File: src/rtl/exhaustive_vector_sweeper.sv
// ============================================================================
// exhaustive_vector_sweeper: sweeps every IN_W-bit vector into a DUT, streams
// (vector, response) records over valid/ready and folds them into a MISR.
// Revision: 1.0
// ============================================================================
`default_nettype none

module exhaustive_vector_sweeper #(
  parameter int               IN_W     = 5,
  parameter int               OUT_W    = 1,
  parameter int               SETTLE   = 1,
  parameter int               SIG_W    = 16,
  parameter logic [SIG_W-1:0] POLY     = 16'h1021,
  parameter logic [SIG_W-1:0] SIG_SEED = 16'h0000
) (
  input  logic             CK,
  input  logic             reset,
  input  logic             start,
  input  logic             abort,
  output logic [IN_W-1:0]  dut_in,
  input  logic [OUT_W-1:0] dut_out,
  output logic             rec_valid,
  input  logic             rec_ready,
  output logic [IN_W-1:0]  rec_vec,
  output logic [OUT_W-1:0] rec_resp,
  output logic             busy,
  output logic             done,
  output logic [SIG_W-1:0] signature
);

  localparam int               CNT_W       = (SETTLE > 1) ? $clog2(SETTLE) : 1;
  localparam logic [CNT_W-1:0] SETTLE_LAST = CNT_W'(SETTLE - 1);
  localparam logic [IN_W-1:0]  VEC_LAST    = '1;

  typedef enum logic [1:0] {
    S_IDLE  = 2'd0,
    S_APPLY = 2'd1,
    S_EMIT  = 2'd2,
    S_DONE  = 2'd3
  } state_t;

  state_t           state;
  logic [CNT_W-1:0] settle_cnt;

  function automatic logic [SIG_W-1:0] misr_next(input logic [SIG_W-1:0] sig,
                                                 input logic [OUT_W-1:0] resp);
    misr_next = {sig[SIG_W-2:0], 1'b0} ^ (sig[SIG_W-1] ? POLY : '0) ^ SIG_W'(resp);
  endfunction

  // dut_in doubles as the sweep vector counter, so the DUT sees it directly.
  always_ff @(posedge CK) begin
    if (reset) begin
      state      <= S_IDLE;
      dut_in     <= '0;
      settle_cnt <= '0;
      rec_valid  <= 1'b0;
      rec_vec    <= '0;
      rec_resp   <= '0;
      busy       <= 1'b0;
      done       <= 1'b0;
      signature  <= SIG_SEED;
    end else if (abort) begin
      state      <= S_IDLE;
      dut_in     <= '0;
      settle_cnt <= '0;
      rec_valid  <= 1'b0;
      busy       <= 1'b0;
      done       <= 1'b0;
      signature  <= SIG_SEED;
    end else begin
      case (state)
        S_IDLE, S_DONE: begin
          if (start) begin
            state      <= S_APPLY;
            dut_in     <= '0;
            signature  <= SIG_SEED;
            settle_cnt <= SETTLE_LAST;
            busy       <= 1'b1;
            done       <= 1'b0;
          end
        end
        S_APPLY: begin
          if (settle_cnt == '0) begin
            rec_resp  <= dut_out;
            rec_vec   <= dut_in;
            rec_valid <= 1'b1;
            state     <= S_EMIT;
          end else begin
            settle_cnt <= settle_cnt - CNT_W'(1);
          end
        end
        S_EMIT: begin
          // Record, vector and signature stay frozen until the consumer accepts.
          if (rec_ready) begin
            rec_valid <= 1'b0;
            signature <= misr_next(signature, rec_resp);
            if (dut_in == VEC_LAST) begin
              state <= S_DONE;
              busy  <= 1'b0;
              done  <= 1'b1;
            end else begin
              dut_in     <= dut_in + IN_W'(1);
              settle_cnt <= SETTLE_LAST;
              state      <= S_APPLY;
            end
          end
        end
        default: state <= S_IDLE;
      endcase
    end
  end

endmodule

`default_nettype wire

File: config.mk
export PLATFORM = sky130hd
export DESIGN_NAME = exhaustive_vector_sweeper
export DESIGN_NICKNAME = d
export VERILOG_FILES = /design/src/rtl/exhaustive_vector_sweeper.sv
export SDC_FILE = /design/constraint.sdc
export NUM_CORES = 1
export LEC_CHECK = 0
export BUFFER_PORTS_ARGS = -buffer_cell sky130_fd_sc_hd__buf_2
export CAP_MARGIN = 20
export CORE_MARGIN = 2
export CORE_UTILIZATION = 48
export DETAILED_ROUTE_END_ITERATION = 8
export PLACE_DENSITY = 0.74
export SYNTH_ARGS = -nofsm -noshare
export SYNTH_HDL_FRONTEND = slang
export SYNTH_SLANG_ARGS = --single-unit
File: constraint.sdc
create_clock -name CK -period 2.2 [get_ports CK]
set_clock_uncertainty 0.15 [all_clocks]
set_input_delay 0.33 -clock CK [delete_from_list [all_inputs] [get_ports CK]]
set_output_delay 0.33 -clock CK [all_outputs]
set_load 0.05 [all_outputs]
==> results of run 1 <==
routing by layer:
metal | share of wire | vias to the layer above | global-route usage
li1 | - | 584 | -
met1 | 0.49 | 543 | 0.253
met2 | 0.46 | 28 | 0.289
met3 | 0.047 | 2 | 0.0737
met4 | 0.0077 | 0 | 0.0764
met5 | 0 | - | 0
stage by stage:
stage                     cell area, um^2  cells  setup slack, ns  TNS (ns)  hold WS (ns)
after global placement               1520    209           0.0769         0         0.294
after global routing                 1610    217           0.0471         0        0.0772
after CTS                            1600    217           0.0437         0        0.0649
after floorplan                      1340    148            0.149         0         0.249
final                                1610    217            0.216         0        0.0764
after detailed placement             1520    209          -0.0351    -0.177         0.303
Yosys cell counts, drive strengths merged, types with 2 or more instances:
library cell	count
a211oi	3
a21oi	12
a22oi	18
buf	3
clkbuf	4
dfxtp	32
ha	6
inv	3
nand2	15
nand2b	3
nor2	26
nor2b	3
nor3	2
o21ai	2
o21bai	2
or2	2
or3	2
xnor2	2
xor2	4
worst max path at each step:
stage                                      end  slack, ns  depth (start not counted)
detailed placement   signature[7]$_SDFFE_PP0P_      -0.04                          6
CTS                  signature[0]$_SDFFE_PP0P_       0.04                          6
finish              signature[15]$_SDFFE_PP0P_       0.22                          6
global route        signature[15]$_SDFFE_PP0P_       0.05                          6
floorplan               dut_in[2]$_SDFFE_PP0P_       0.15                          7
global placement     signature[7]$_SDFFE_PP0P_       0.08                          6
kinds of logic after synthesis:
group                    after synthesis  share of synthesized area
adder cells (fa/ha/maj)                6                     0.0562
flip-flops                            32                      0.479
XOR/XNOR                               6                     0.0393
AO/OA/AOI/OAI                         38                      0.191
AND/OR/NAND/NOR                       55                      0.184
buffers and inverters                 10                     0.0431
multiplexers                           1                    0.00749
registers in the layout, indices dropped and copies added, names as in the netlist:
name / flops
state: 2
rec_vec: 5
rec_resp: 1
done: 1
signature: 16
dut_in: 5
rec_valid: 1
busy: 1
layout by cell type, fill, tap and decap left out:
master / count
a22oi_2: 1
xor2_1: 4
inv_1: 3
or2_2: 2
o21bai_1: 2
nand3_1: 1
a211oi_1: 3
and3_1: 1
nor2_1: 25
nand2b_1: 3
nor2_2: 1
a21oi_1: 12
or3_1: 1
xnor2_1: 2
clkbuf_4: 5
clkinvlp_4: 1
buf_4: 2
o21ai_0: 2
or3_4: 1
nor3_1: 2
ha_1: 6
buf_2: 35
clkinv_2: 1
nor2b_1: 2
mux2i_1: 1
bufinv_16: 1
dfxtp_1: 32
a21o_1: 1
a22oi_1: 17
nor2b_4: 1
nand2_1: 15
power by group:
group	switching [uW]	internal (uW)	leakage, uW
clock	207	237	0.0000412
sequential	4.48	583	0.000258
combinational	54.1	26.1	0.000416
total	266	846	0.000716
worst max-delay path: stages, from the launching register on:
cell     delay (ns)
dfxtp_1        0.39
inv_1          0.06
ha_1           0.33
nor2b_4        0.16
nor2_2         0.51
a22oi_1        0.19
nor2_1         0.13
area by class of cell:
class	instances	share of cell area
inverters	3	0.00701
well taps	31	0.0241
clock buffers	5	0.0234
repair buffers	37	0.118
multi-input cells	106	0.402
flip-flops and latches	32	0.399
clock inverters	3	0.0265
repair_timing:
action | in CTS | in global routing
hold buffers | 0 | 0
endpoints found under the setup margin | 15 | 16
gates resized for setup | 1 | 1
==> impl_metrics.ini, run 1 <==
[cts]
path_clk_slew_ns = 0.11
cts_buffers = 5
tritoncts = built
cts_buffer_depth = 2
clk_latency_ns = 0.33
cts.sinks = 32
h-tree-depth = 2
post_cts_buffers = 0
cts_root_buf = clkbuf_4

[synth]
yosysSeqAreaShare = 0.479
ys_ff_latch = 32
syn_inst = 148
async_reset_ff_frac = 0
synth_edf_count = 0
netlist.area_leader.share = 0.479
syn_nets = 160
yosysUniqueCellTypes = 27
yosys_warnings = 0
yosys-top-cells-area = dfxtp_1 48%, a22oi_1 9.6%, nor2_1 7.3%, ha_1 5.6%, a21oi_1 4.5%
netlist_area_um2 = 1340
synth_top_cell_by_area = dfxtp_1
syn_area_per_cell_um2 = 9.03
synth_flop_cell = dfxtp_1

[hold_path]
min_to = rec_resp$_SDFFE_PP0P_
hold_depth = 3
hold_start = dut_out
hp-class = in -> reg

[detailed_routing]
drt.antenna.violating_nets = 0
drt_pass1_iterations = 4
wl_per_cell_um = 13.1
wl_um = 2850
vias = 1157
dr.first_iter.drc_count = 50
routed_via_density = 5.33
drcViolationCount = 0

[cells_and_area]
ff_latch_area_um2 = 641
drive_above_1_share = 0.274
nNetsFinal = 197
final.fill_count = 249
n_antenna_cell = 0
utilization = 0.593
multiInputGateArea_um2 = 646
area_growth_pct = 20.2

[power_and_ir_drop]
p_per_area_nw_per_um2 = 692
peakVddDrop_v = 0.000626
total_leakage_power_uw = 0.000716
power_uw = 1110

[grt]
grt_pass1_vias = 1103
gr-usage-all-layers = 0.194
antenna_found_initial = 0
grt_pass1_wl_um = 4830
grt_max_degree = 24
gr-total-overflow = 0

[critical_path]
critPathArrivalTime_ns = 2.11
startpoint = state[0]$_SDFFE_PP0P_
regToRegSetupSlack_ns = 0.22
worstReg2RegStart = state[0]$_SDFFE_PP0P_
critPathCaptureType = register
critPathLaunchType = register
cp_data_required_time_ns = 2.32
critPathKind = reg -> reg
reg2reg_depth = 6
r2r-end = signature[15]$_SDFFE_PP0P_
worstPathMaxFanout = 16

[timing]
max_freq_ghz = 0.504
min_period_over_period = 0.902
rsz0062_at_grt = false
slew_headroom = 0.575
final.min_clock_period_ns = 1.98
setup_violations = 0
worst_slew_pin_slew_ns = 0.637
hold_viol = 0
drv_slew = 0

[floorplanning]
dieWidth_um = 56.8
initial_core_util = 0.493
die_area_um2 = 3220
core.rowCount = 19
die_h_um = 56.8
core_um2 = 2710
io-pin-count = 36

[place]
portBuffers = 35
hpwl_um = 2020
place_congestion = 0.924

[run]
drv_cap = 0

[status]
status = completed
Power figures use the tool's default switching activity.
==> inputs of run 2 (changes only) <==
- BUFFER_PORTS_ARGS: -buffer_cell sky130_fd_sc_hd__buf_2 -> -buffer_cell sky130_fd_sc_hd__buf_4
==> run 2 against run 1 <==
Effect of this change:
- final cell count did not move
- global-route usage shrank 0.56 points
- worst hold slack worse by 0.031 ns
- first-iteration DRC count rose by 16%
- clock power decreased by 21%
- flip-flop and latch count did not move
- total power down 8.2%
- critical path type unchanged
- largest power group unchanged
==> impl_metrics.ini, run 2 (synthesized netlist as in run 1, its figures left out) <==
[floorplanning]
core.rowCount = 19
die_h_um = 56.8
dieWidth_um = 56.8
core_um2 = 2710
die_area_um2 = 3220
initial_core_util = 0.493
io-pin-count = 36

[critical_path]
critPathTopFamily = simple AND/OR/NAND/NOR gates
cp_num_buf_inv = 1
r2r-end = signature[10]$_SDFFE_PP0P_
slowest_delay_ns = 0.50
reg2reg_depth = 6
cp_cell_sequence = inv_1 > ha_1 > nor2b_4 > nor2_2 > a22oi_1 > nor2_1
critPathCaptureType = register
cpMaxStageDelayCell = nor2_2
regToRegSetupSlack_ns = 0.23
critPathArrivalTime_ns = 2.08
worstReg2RegStart = state[0]$_SDFFE_PP0P_
critPathLaunchType = register
cp_data_required_time_ns = 2.31
worstPathMaxFanout = 16
critPathKind = reg -> reg

[detailed_routing]
drcViolationCount = 0
drt.antenna.violating_nets = 0
routed_via_density = 5.26
wl_um = 2850
vias = 1141
drt_pass1_iterations = 4
dr.first_iter.drc_count = 58
wl_per_cell_um = 13.1

[cts]
path_clk_slew_ns = 0.10
h-tree-depth = 2
cts_buffer_depth = 2
cts.sinks = 32
post_cts_buffers = 0
tritoncts = built
cts_root_buf = clkbuf_4
clk_latency_ns = 0.33
cts_buffers = 5
cts_hold_buf = 0

[place]
dp.cells = 209
place_congestion = 0.896
pre_cts_ws_ns = -0.0277
portBuffers = 35
hpwl_um = 1980

[hold_path]
min_to = rec_resp$_SDFFE_PP0P_
hold_start = reset
hp-class = in -> reg
hold_depth = 2

[timing]
setup_violations = 0
worst_slew_pin_slew_ns = 0.623
setup_slack_ns = 0.229
final.min_clock_period_ns = 1.97
max_freq_ghz = 0.507
slew_headroom = 0.584
hold_viol = 0
rsz0062_at_grt = false
drv_slew = 0
min_period_over_period = 0.896

[grt]
grt_max_degree = 24
antenna_found_initial = 0
grt_pass1_vias = 1001
grt_pass1_wl_um = 4610
gr-usage-all-layers = 0.188
gr-total-overflow = 0

[status]
status = completed

[power_and_ir_drop]
peakVddDrop_v = 0.000424
p_per_area_nw_per_um2 = 610
total_leakage_power_uw = 0.000708

[cells_and_area]
nNetsFinal = 197
top_register = signature
final_cell_mix = 37 x buf_4, 32 x dfxtp_1, 25 x nor2_1, 17 x a22oi_1, 15 x nand2_1
drive_above_1_share = 0.263
largest_reg_flops = 16
final.fill_count = 256
fin_cells = 217
area_growth_pct = 25.2
final_common_cell = buf_4
reg_top3 = signature x16, dut_in x5, rec_vec x5
n_antenna_cell = 0

[run]
drv_cap = 0
-- run 2: changes by cell type in the layout (fill, tap and decap cells not counted) --
cell | previous run | this run
buf_4 | 2 | 37
clkinvlp_4 | 1 | 0
buf_2 | 35 | 0
clkbuf_8 | 0 | 1
clkbuf_1 | 0 | 2
clkinv_2 | 1 | 0
bufinv_16 | 1 | 0
-- run 2: where the power goes --
group	internal [uW]	total [uW]	switching (uW)
logic	30.6	83.9	53.3
clock network	158	349	192
registers	583	588	4.41
total	771	1020	249
-- run 2: worst max-delay path by stage --
stage,from,to,slack [ns],depth (start not counted)
floorplan,dut_in[0]$_SDFFE_PP0P_,dut_in[2]$_SDFFE_PP0P_,0.15,7
global placement,state[0]$_SDFFE_PP0P_,signature[6]$_SDFFE_PP0P_,0.05,6
detailed placement,state[0]$_SDFFE_PP0P_,signature[10]$_SDFFE_PP0P_,-0.03,6
CTS,state[0]$_SDFFE_PP0P_,signature[12]$_SDFFE_PP0P_,0.05,6
global route,state[0]$_SDFFE_PP0P_,signature[14]$_SDFFE_PP0P_,0.08,6
finish,state[0]$_SDFFE_PP0P_,signature[10]$_SDFFE_PP0P_,0.23,6
-- run 2: through the flow --
step	cell area, um^2	setup TNS, ns	util	hold slack (ns)	total power [uW]
2_1_floorplan	1340	0	-	0.249	663
4_1_cts	1670	0	0.615	0.0270	1030
3_5_place_dp	1610	-0.0984	0.593	0.303	683
5_1_grt	1670	0	0.617	0.0242	1080
3_3_place_gp	1610	0	0.593	0.295	681
6_report	1670	0	0.617	0.0456	1020
-- run 2: cell type report --
| type | instances | area [um^2] | share of cell area |
|---|---|---|---|
| multi-input cells | 106 | 646 | 0.386 |
| flip-flops and latches | 32 | 641 | 0.383 |
| repair buffers | 37 | 278 | 0.166 |
| clock buffers | 8 | 58.8 | 0.0352 |
| well taps | 31 | 38.8 | 0.0232 |
| inverters | 3 | 11.3 | 0.00673 |
-- run 2: repair_timing --
item | in CTS | in global routing
endpoints found under the hold margin | 0 | 0
pin swaps | 0 | 0
resized for setup | 1 | 1
setup endpoints to repair | 13 | 13
-- run 2: metal layers --
metal  GRT usage  up-vias  wire length (um)
met2       0.272       32              1260
li1            -      584                 -
met5           0        -                 0
met3      0.0737        8               153
met1       0.253      517              1380
met4      0.0731        0                53
==> inputs of run 3 (changes only) <==
- CELL_PAD_IN_SITES_DETAIL_PLACEMENT: not set -> 1
- CELL_PAD_IN_SITES_GLOBAL_PLACEMENT: not set -> 1
- CORE_UTILIZATION: 48 -> 37
- PLACE_DENSITY: 0.74 -> not set
- PLACE_DENSITY_LB_ADDON: not set -> 0.1
==> run 3 against run 2 <==
Effect of this change:
- combinational power up 4.1%
- core utilization decreased by 11 points
- die area is 28% higher
- critical path type unchanged
- largest cell class unchanged
==> impl_metrics.ini, run 3 (synthesized netlist as in run 1, its figures left out) <==
[cts]
post_cts_buffers = 0
tritoncts = built
cts.sinks = 32
cts_buffers = 5
cts_root_buf = clkbuf_4
h-tree-depth = 2
cts_buffer_depth = 2
clk_latency_ns = 0.33
path_clk_slew_ns = 0.10

[cells_and_area]
largest_reg_flops = 16
drive_above_1_share = 0.274
reg_top3 = signature x16, dut_in x5, rec_vec x5
top_register = signature
utilization = 0.506
n_antenna_cell = 0
final_cell_mix = 37 x buf_4, 32 x dfxtp_1, 25 x nor2_1, 17 x a22oi_1, 15 x nand2_1
nNetsFinal = 197
final_common_cell = buf_4
area_growth_pct = 28.3

[timing]
fin_setup_tns_ns = 0
slew_headroom = 0.563
rsz0062_at_grt = false
min_period_over_period = 0.912
setup_slack_ns = 0.194
max_freq_ghz = 0.498
worst_slew_pin_slew_ns = 0.655
setup_violations = 0
drv_slew = 0
hold_viol = 0
final.min_clock_period_ns = 2.01

[grt]
top_usage_layer = met2
use_met3 = 0.0634
grt_pass1_vias = 1232
grt_max_degree = 24
antenna_found_initial = 0
use_met1 = 0.206
gr-total-overflow = 0
grt_pass1_wl_um = 5640
met2_usage = 0.286
gr-usage-all-layers = 0.175

[critical_path]
reg2reg_depth = 7
regToRegSetupSlack_ns = 0.19
critPathArrivalTime_ns = 2.07
cp.depth = 7
critPathCaptureType = register
r2r-end = dut_in[2]$_SDFFE_PP0P_
slowest_delay_ns = 0.37
cp_data_required_time_ns = 2.27
cpMaxStageDelayCell = dfxtp_1
worstReg2RegStart = dut_in[0]$_SDFFE_PP0P_
path_common_cell = ha_1
critPathKind = reg -> reg
cp_num_buf_inv = 0
cp_cell_sequence = ha_1 > and3_1 > ha_1 > nand2b_1 > a211oi_1 > xnor2_1 > nor2_1
crit_end = dut_in[2]$_SDFFE_PP0P_
critPathLaunchType = register
startpoint = dut_in[0]$_SDFFE_PP0P_
critPathTopFamily = simple AND/OR/NAND/NOR gates
worstPathMaxFanout = 5

[detailed_routing]
routed_via_density = 5.02
dr.first_iter.drc_count = 58
drt_pass1_iterations = 4
drcViolationCount = 0
vias = 1165
wl_per_cell_um = 14.1
wl_um = 3270
drt.antenna.violating_nets = 0

[floorplanning]
die_area_um2 = 4110
dieWidth_um = 64.1
core_um2 = 3390
die_h_um = 64.1
core.rowCount = 21
initial_core_util = 0.394
io-pin-count = 36

[place]
pre_cts_ws_ns = -0.0823
place_congestion = 0.793
hpwl_um = 2350
portBuffers = 35

[power_and_ir_drop]
power_uw = 1110
p_per_area_nw_per_um2 = 649
total_leakage_power_uw = 0.000718
peakVddDrop_v = 0.000292

[run]
drv_cap = 0

[hold_path]
hp-class = in -> reg
hold_depth = 2

[status]
status = completed
run 3: layout make-up:
type / instances / area (um^2)
sequential: 32 / 641
tap: 46 / 57.6
clock inverter: 2 / 35.0
timing repair buffer: 37 / 278
inverter: 3 / 11.3
fill: 409 / 1680
multi-input combinational: 106 / 651
clock buffer: 6 / 41.3
run 3: how the worst min path moves through the flow:
stage	start	endpoint	slack, ns
4_1_cts	reset	rec_vec[2]$_SDFFE_PP0P_	0.04
3_5_place_dp	rec_vec[4]$_SDFFE_PP0P_	rec_vec[4]$_SDFFE_PP0P_	0.30
3_3_place_gp	rec_vec[2]$_SDFFE_PP0P_	rec_vec[2]$_SDFFE_PP0P_	0.29
6_report	reset	rec_vec[2]$_SDFFE_PP0P_	0.05
2_1_floorplan	reset	rec_resp$_SDFFE_PP0P_	0.25
5_1_grt	reset	rec_vec[1]$_SDFFE_PP0P_	0.02
run 3: power by group:
group	internal (uW)	leakage, uW	total, uW	switching [uW]
combinational	30.5	0.000418	87.3	56.8
clock	238	0.0000422	438	199
sequential	583	0.000258	588	4.24
total	852	0.000718	1110	260
run 3: what timing repair did:
item,CTS,global route
setup endpoints to repair,16,17
gates cloned,0,0
gates resized for setup,1,2
hold buffers,0,0
run 3: through the flow:
| step | instances | area [um^2] | hold slack [ns] |
|---|---|---|---|
| 2_1_floorplan | 148 | 1340 | 0.249 |
| 3_3_place_gp | 224 | 1630 | 0.293 |
| 4_1_cts | 232 | 1700 | 0.0419 |
| 3_5_place_dp | 224 | 1630 | 0.299 |
| 5_1_grt | 232 | 1710 | 0.0220 |
| 6_report | 232 | 1710 | 0.0464 |
run 3: worst register-to-register path: cells and delay by family, from the launching register on:
kind                     cells  cell delay, ns
AO/OA/AOI/OAI                1            0.32
XOR/XNOR                     1            0.16
adder cells (fa/ha/maj)      2            0.44
flip-flops                   1            0.37
AND/OR/NAND/NOR              3            0.46
run 3: metal layers:
metal	vias to the layer above	share of wire
met1	558	0.44
li1	581	-
met4	0	0.013
met5	-	0
met2	21	0.50
met3	5	0.053
